## src/rtl/mem_bus_arbiter_pkg.sv

```systemverilog
// Shared definitions for the instruction/data memory bus arbiter.
// Holds the arbiter FSM state encoding and the bus transfer size codes.
// Imported by mem_bus_arbiter and by anything that drives or decodes bus_size.
package mem_bus_arbiter_pkg;

    typedef enum logic [2:0] {
        IDLE   = 3'd0,
        I_ADDR = 3'd1,
        I_DATA = 3'd2,
        D_ADDR = 3'd3,
        D_DATA = 3'd4
    } arb_state_t;

    localparam logic [1:0] SZ_BYTE = 2'd0;
    localparam logic [1:0] SZ_HALF = 2'd1;
    localparam logic [1:0] SZ_WORD = 2'd2;

endpackage

```

## src/rtl/mem_bus_arbiter.sv

```systemverilog
// Purpose: arbitrates IF fetches and MEM loads/stores onto one shared bus, one transaction at a time.
// Latency: request seen in IDLE cycle N -> bus_req at N+1 -> done pulse at N+2 at the earliest.
// Backpressure: bus_req held until bus_addr_ok, then waits for bus_data_ok; requesters stall meanwhile.
// Ports: inst_* (fetch side), data_* (load/store side), flush (from ctrl), bus_* (shared slave),
//        stallreq_from_if/stallreq_from_mem (to ctrl), perf_txn (completed transaction count).
module mem_bus_arbiter
    import mem_bus_arbiter_pkg::*;
#(
    parameter int ADDR_W = 32,
    parameter int DATA_W = 32
) (
    input  logic              clk,
    input  logic              rst,
    input  logic              inst_req,
    input  logic [ADDR_W-1:0] inst_addr,
    output logic [DATA_W-1:0] inst_rdata,
    output logic              inst_done,
    input  logic              data_req,
    input  logic              data_wr,
    input  logic [1:0]        data_size,
    input  logic [ADDR_W-1:0] data_addr,
    input  logic [DATA_W-1:0] data_wdata,
    output logic [DATA_W-1:0] data_rdata,
    output logic              data_done,
    input  logic              flush,
    output logic              bus_req,
    output logic              bus_wr,
    output logic [1:0]        bus_size,
    output logic [ADDR_W-1:0] bus_addr,
    output logic [DATA_W-1:0] bus_wdata,
    input  logic              bus_addr_ok,
    input  logic              bus_data_ok,
    input  logic [DATA_W-1:0] bus_rdata,
    output logic              stallreq_from_if,
    output logic              stallreq_from_mem,
    output logic [15:0]       perf_txn
);

    arb_state_t        state;
    logic [ADDR_W-1:0] lat_addr;
    logic              lat_wr;
    logic [1:0]        lat_size;
    logic [DATA_W-1:0] lat_wdata;
    logic              discard;
    logic [15:0]       txn_cnt;

    logic in_data;
    logic bus_done;

    // Handshakes arriving in the wrong phase are ignored by qualifying with state.
    assign in_data  = (state == I_DATA) || (state == D_DATA);
    assign bus_done = in_data && bus_data_ok;

    always_ff @(posedge clk) begin
        if (rst) begin
            state     <= IDLE;
            lat_addr  <= '0;
            lat_wr    <= 1'b0;
            lat_size  <= SZ_BYTE;
            lat_wdata <= '0;
            discard   <= 1'b0;
            txn_cnt   <= '0;
        end else begin
            case (state)
                IDLE: begin
                    discard <= 1'b0;
                    // MEM side wins a tie: the load/store is older in program order.
                    if (data_req) begin
                        state     <= D_ADDR;
                        lat_addr  <= data_addr;
                        lat_wr    <= data_wr;
                        lat_size  <= data_size;
                        lat_wdata <= data_wdata;
                    end else if (inst_req && !flush) begin
                        state     <= I_ADDR;
                        lat_addr  <= inst_addr;
                        lat_wr    <= 1'b0;
                        lat_size  <= SZ_WORD;
                        lat_wdata <= '0;
                    end
                end
                I_ADDR: begin
                    if (flush) begin
                        discard <= 1'b1;
                    end
                    if (bus_addr_ok) begin
                        state <= I_DATA;
                    end
                end
                I_DATA: begin
                    // A flushed fetch still runs to completion on the bus; only its result is dropped.
                    if (bus_data_ok) begin
                        state   <= IDLE;
                        discard <= 1'b0;
                    end else if (flush) begin
                        discard <= 1'b1;
                    end
                end
                D_ADDR: begin
                    if (bus_addr_ok) begin
                        state <= D_DATA;
                    end
                end
                D_DATA: begin
                    if (bus_data_ok) begin
                        state <= IDLE;
                    end
                end
                default: begin
                    state <= IDLE;
                end
            endcase

            if (bus_done) begin
                txn_cnt <= txn_cnt + 16'd1;
            end
        end
    end

    assign bus_req   = (state == I_ADDR) || (state == D_ADDR);
    assign bus_wr    = lat_wr;
    assign bus_size  = lat_size;
    assign bus_addr  = lat_addr;
    assign bus_wdata = lat_wdata;

    // A flush landing in the completing cycle itself must also suppress the fetch result.
    assign inst_done = (state == I_DATA) && bus_data_ok && !discard && !flush;
    assign data_done = (state == D_DATA) && bus_data_ok;

    // Read data is steered only to the side that owns the bus, so both are zero when idle or in reset.
    assign inst_rdata = (state == I_DATA) ? bus_rdata : '0;
    assign data_rdata = (state == D_DATA) ? bus_rdata : '0;

    assign stallreq_from_mem = data_req && !data_done;
    assign stallreq_from_if  = inst_req && !inst_done && !flush;

    assign perf_txn = txn_cnt;

endmodule

```

## config.mk

```make
export PLATFORM = sky130hd
export DESIGN_NAME = mem_bus_arbiter
export DESIGN_NICKNAME = d
export VERILOG_FILES = /design/src/rtl/mem_bus_arbiter_pkg.sv /design/src/rtl/mem_bus_arbiter.sv
export SDC_FILE = /design/constraint.sdc
export NUM_CORES = 1
export LEC_CHECK = 0
export BUFFER_PORTS_ARGS = -buffer_cell sky130_fd_sc_hd__buf_2
export CORE_AREA = 5 5 109 111
export DETAILED_ROUTE_END_ITERATION = 8
export DIE_AREA = 0 0 114 116
export PLACE_DENSITY = 0.73
export SLEW_MARGIN = 10
export SYNTH_ARGS = -nofsm -noshare
export SYNTH_HDL_FRONTEND = slang
export SYNTH_SLANG_ARGS = --single-unit
export TNS_END_PERCENT = 10
```

## constraint.sdc

```tcl
create_clock -name clk -period 2 [get_ports clk]
set_clock_uncertainty 0.05 [all_clocks]
set_input_delay 0.6 -clock clk [delete_from_list [all_inputs] [get_ports clk]]
set_output_delay 0.6 -clock clk [all_outputs]
set_load 0.03 [all_outputs]
```

; Yosys cells after proc, flatten, opt, wreduce, memory -nomap -nowiden
; Cells that the tools add are included.
[classes]
magnitude_cmp = 0
n_mul = 0
n_mux = 19
n_shift = 0
addsub = 1
bitwise_logic = 0
n_reduce_logical = 21
eq_ne = 8
div_mod_pow = 0
[op_table]
columns = cell, n
row1 = 32-bit two-way mux, 6
row2 = 16-bit by 1-bit adder with 16-bit output (second input constant), 1
row3 = 3-bit two-way mux, 5
row4 = 3-bit one-hot mux with 4 select lines, 1
row5 = 1-bit logical AND, 9
row6 = 3-bit by 2-bit equality test with 1-bit output (second input constant), 2
row7 = 1-bit logical NOT, 4
row8 = 1-bit two-way mux, 4
row9 = 2-bit two-way mux, 2
row10 = 2-bit != test (second input constant), 2
row11 = 4-bit AND reduction, 1
row12 = 3-bit by 1-bit equality test with 1-bit output (second input constant), 1
row13 = 3-bit equality test (second input constant), 1
row14 = 3-bit logical NOT, 1
row15 = 3-bit != test (second input constant), 1
row16 = 1-bit one-hot mux with 3 select lines, 1
row17 = 3-bit nonzero test, 1
row18 = 1-bit logical OR, 2
row19 = 2-bit by 1-bit != test with 1-bit output (second input constant), 1
row20 = 2-bit AND reduction, 1
row21 = 2-bit nonzero test, 1
row22 = 2-bit OR reduction, 1
[totals]
mem_count = 0
ff_bits = 87
latch_bits = 0
out_inout_bits = 152
mem_bits_ro = 0
ramBits = 0
input_bits = 138

; Longest topological paths before layout
[depth]
depth_word = 7
mapped_depth = 7

; Least setup slack after synthesis
; Ideal clock, no wire load.
[synth_path]
path_kind = reg2out
startpoint = register state[1]
endpoint = output stallreq_from_mem
setup_slack_ns = -0.710
n_path_buf = 2
required_time_ns = 1.350
arrival_ns = 2.060
stages_incl_launch_ff = 5
cell_sequence = dfxtp_1 > clkbuf_8 > clkbuf_1 > nor4_1 > nor2_1
[synth_between]
elab_chain_cells = 4
[synth_lines]
columns = element, line
row1 = "start, declared", mem_bus_arbiter.sv:39  ; arb_state_t state;
row2 = "start signal, assigned", mem_bus_arbiter.sv:56  ; state <= IDLE;
row3 = "start signal, assigned", mem_bus_arbiter.sv:69  ; state <= D_ADDR;
row4 = "start signal, assigned", mem_bus_arbiter.sv:75  ; state <= I_ADDR;
row5 = 3-bit equality test, mem_bus_arbiter.sv:128  ; assign data_done = (state == D_DATA) && bus_data_ok;
row6 = 1-bit logical AND, mem_bus_arbiter.sv:128
row7 = via data_done, mem_bus_arbiter.sv:24  ; output logic data_done,
row8 = 1-bit logical NOT, mem_bus_arbiter.sv:134  ; assign stallreq_from_mem = data_req && !data_done;
row9 = 1-bit logical AND, mem_bus_arbiter.sv:134
row10 = "end, declared", mem_bus_arbiter.sv:35  ; output logic stallreq_from_mem,
; The timed path passes the listed nets, and every way through them passes these cells.

; Worst setup path after layout
[layout_path]
startpoint = register state[1]
endpoint = output data_rdata[31]
[layout_between]
elab_chain_cells = 2
[layout_lines]
columns = element, line
row1 = 3-bit equality test, mem_bus_arbiter.sv:132  ; assign data_rdata = (state == D_DATA) ? bus_rdata : '0;
row2 = 32-bit two-way mux, mem_bus_arbiter.sv:132
row3 = "end, declared", mem_bus_arbiter.sv:23  ; output logic [DATA_W-1:0] data_rdata,
; Every way passes these cells.

==> results.md <==
* Status: complete, but fails checks
* Violated checks: negative setup slack
* Unique masters post-synth at 42
* Antenna Cells at 0
* Vias/cell at 5.11
* Count of final max-slew check failures at 0
* R2r startpoint: state[2]
* Type of the tightest min-delay check: flop to flop
* Achievable frequency at 0.449 GHz
* CP endpoint kind: primary output
* VDD IR-drop max at 0.435 mV
* Die Y at 116 µm
* Top_reg_cell synth: dfxtp_1
* Seq/Total Area, Yosys at 43.6%
* Synthesis-stage register bit count at 87
* Vias in the first global route at 4320
* Die W at 114 µm
* Reg2reg end: perf_txn[10]
* CP required at 1350 ps
* Crit path to: data_rdata[31]
* Drt first pass iters at 6
* RePlAce Congestion at 0.805
* Worst Setup SP: state[1]
* Core Area at 10700 µm²
* Initial antenna violation count at 0
* TritonCTS clock tree: yes
* Area share of the largest cell type after synthesis at 43.6%
* I/O Pins at 290
* Worst Path Arrival at 1580 ps
* Post-Syn Instances at 455
* Final WS setup at -227 ps
* Crit start category: flop
* Clock slew at reported path FFs at 90 ps
* Setup Crit Path Kind: flop to primary output
* First-pass GRT wire length at 21.6 mm
* Placed cells at 863
* Synth warn at 0
* Pwr Total at 4.90 mW
* Leak at 3.32 nW
* Row count at 38
* Share of layout cells above drive strength 1 at 52.9%
* Layout Cells excl Fill at 886
* Nets at 880
* Reg2Reg Depth at 6
* Syn Nets at 594
* Avg Inst Size Synth at 8.79 µm²
* Max cap viols at 0
* Max clock buf depth at 2
* IO buf count at 289
* Routed vias at 4528
* Ratio of final minimum period to clock period at 111%
* Transition time of the tightest slew-check pin at 522 ps
* CTS sink cnt at 87
* Die area at 13200 µm²
* # fillers at 888
* Count leader, synth: dfxtp_1
* DP HPWL at 11.0 mm
* Clock tree root buffer cell: clkbuf_8
* Post-synth EDFFs at 0
* Top post-synthesis cells by area: dfxtp_1 (44%), mux2i_1 (8.3%), nor2_1 (7.5%), a22oi_1 (6.4%), a211oi_1 (6.2%)
* GRT overflow at 0
* Tot GR Track Use at 20.2%
* WL/cell at 18.0 µm
* Worst-skew pair later-pin latency at 340 ps
* Largest net degree at the start of global routing at 66
* Max_slew headroom at 65.2%
* RSZ-0062 raised after global routing: yes
* Final setup vio count at 68
* Critical path fanouts, max at 8
* Residual DRC at 0
* Post-synth top cells: dfxtp_1 (87), nor2_1 (80), a22oi_1 (34), and2_1 (34)
* Asr flop ratio synth at 0%
* CTS H-Tree Depth at 3
* Hold_buf cts at 0
* DRT antenna net count at 0
* Worst slack, placed at -128 ps
* Setup_tns at -11440 ps
* Reg2reg setup slack at 20 ps
* Worst hold margin at 441 ps
* Hold Vio Cnt, Final at 0
* P&R area growth vs syn at 65.5%
* Iteration-0 DRC Markers at 302
* Top cell type by total area after synthesis: dfxtp_1
* Clock buffer count from CTS at 9
* Post-route minimum period at 2230 ps
* Mapped cell area at 4000 µm²
* Total wire length at 16.0 mm
* Starting density of the core at 37.4%
* Cell Pwr Density at 740 nW/µm²
metrics by stage:
step                utilization (%)  cell area, µm²
finish                         61.8            6620
global placement               53.0            5670
floorplan                         -            4020
detailed placement             53.0            5670
global route                   61.8            6620
CTS                            57.6            6170
sequential cells by signal, summed over array words and instances, names as in the netlist:
signal and flops:
state 3, discard 1, bus_addr 32, perf_txn 16, bus_wr 1, bus_size 2
bus_wdata 32
layout by cell type (no fill, tap or decap), types with 4 or more instances in the layout:
cell type / Yosys / final
buf_6: 1 / 70
and3_1: 33 / 28
o21ai_0: 9 / 9
a211oi_1: 33 / 33
xnor2_1: 5 / 5
buf_4: 0 / 19
nand2_1: 5 / 5
a21oi_1: 10 / 8
and2_4: 0 / 33
mux2i_1: 33 / 33
dfxtp_1: 87 / 82
or3_1: 7 / 6
nor2_1: 80 / 78
a22oi_1: 34 / 34
nand3_1: 5 / 4
and3_4: 0 / 5
buf_12: 0 / 5
nor3_1: 5 / 4
clkbuf_8: 1 / 9
buf_2: 8 / 220
worst min path at each step:
stage / start / to / slack [ps] / cells after the start
global route: data_size[0] / bus_size[0] / 450 / 3
global placement: perf_txn[15] / perf_txn[15] / 420 / 2
detailed placement: bus_size[0] / bus_size[0] / 430 / 2
CTS: data_size[0] / bus_size[0] / 430 / 3
finish: perf_txn[15] / perf_txn[15] / 440 / 2
floorplan: discard / discard / 470 / 2
critical path: stages (launching register included):
cell	delay, ps
dfxtp_4	400
nor3_4	250
buf_12	160
buf_8	140
and2_4	160
buf_6	120
per-layer routing:
layer / global-route usage [%] / up-vias / wire length (µm) / share of wire, %
met3: 5.38 / 32 / 1230 / 7.7
met1: 24.9 / 2115 / 6160 / 39
met5: 0 / - / 0 / 0
met4: 5.70 / 0 / 288 / 1.8
met2: 34.7 / 201 / 8280 / 52
li1: - / 2180 / - / -
what timing repair did:
action | in CTS | in global routing
gates resized for setup | 97 | 120
endpoints found under the setup margin | 70 | 71
pin swaps | 2 | 34
buffers inserted | 0 | 3
gates cloned | 0 | 4
area by class of cell:
cell class	count	area, µm²	area share [%]
clock inverters	7	77.6	1.17
multi-input cells	320	2240	33.9
flip-flops and latches	87	1760	26.5
inverters	5	18.8	0.284
clock buffers	9	124	1.87
well taps	140	175	2.65
repair buffers	318	2220	33.6
cell families after synthesis:
group	synth area share (%)
adders and majority gates	0.313
xor gates and xnor gates	2.44
AOI/OAI and AO/OA	16.2
and+or+nand+nor	24.0
buffers and inverters	5.20
muxes	8.26
DFF	43.6
report_power, final:
part / internal [mW] / switching (mW) / total (mW) / leakage, nW
logic: 0.633 / 1.01 / 1.64 / 2.50
clock network: 0.591 / 0.669 / 1.26 / 0.101
registers: 1.89 / 0.0988 / 1.99 / 0.717
Power figures use the tool's default switching activity.
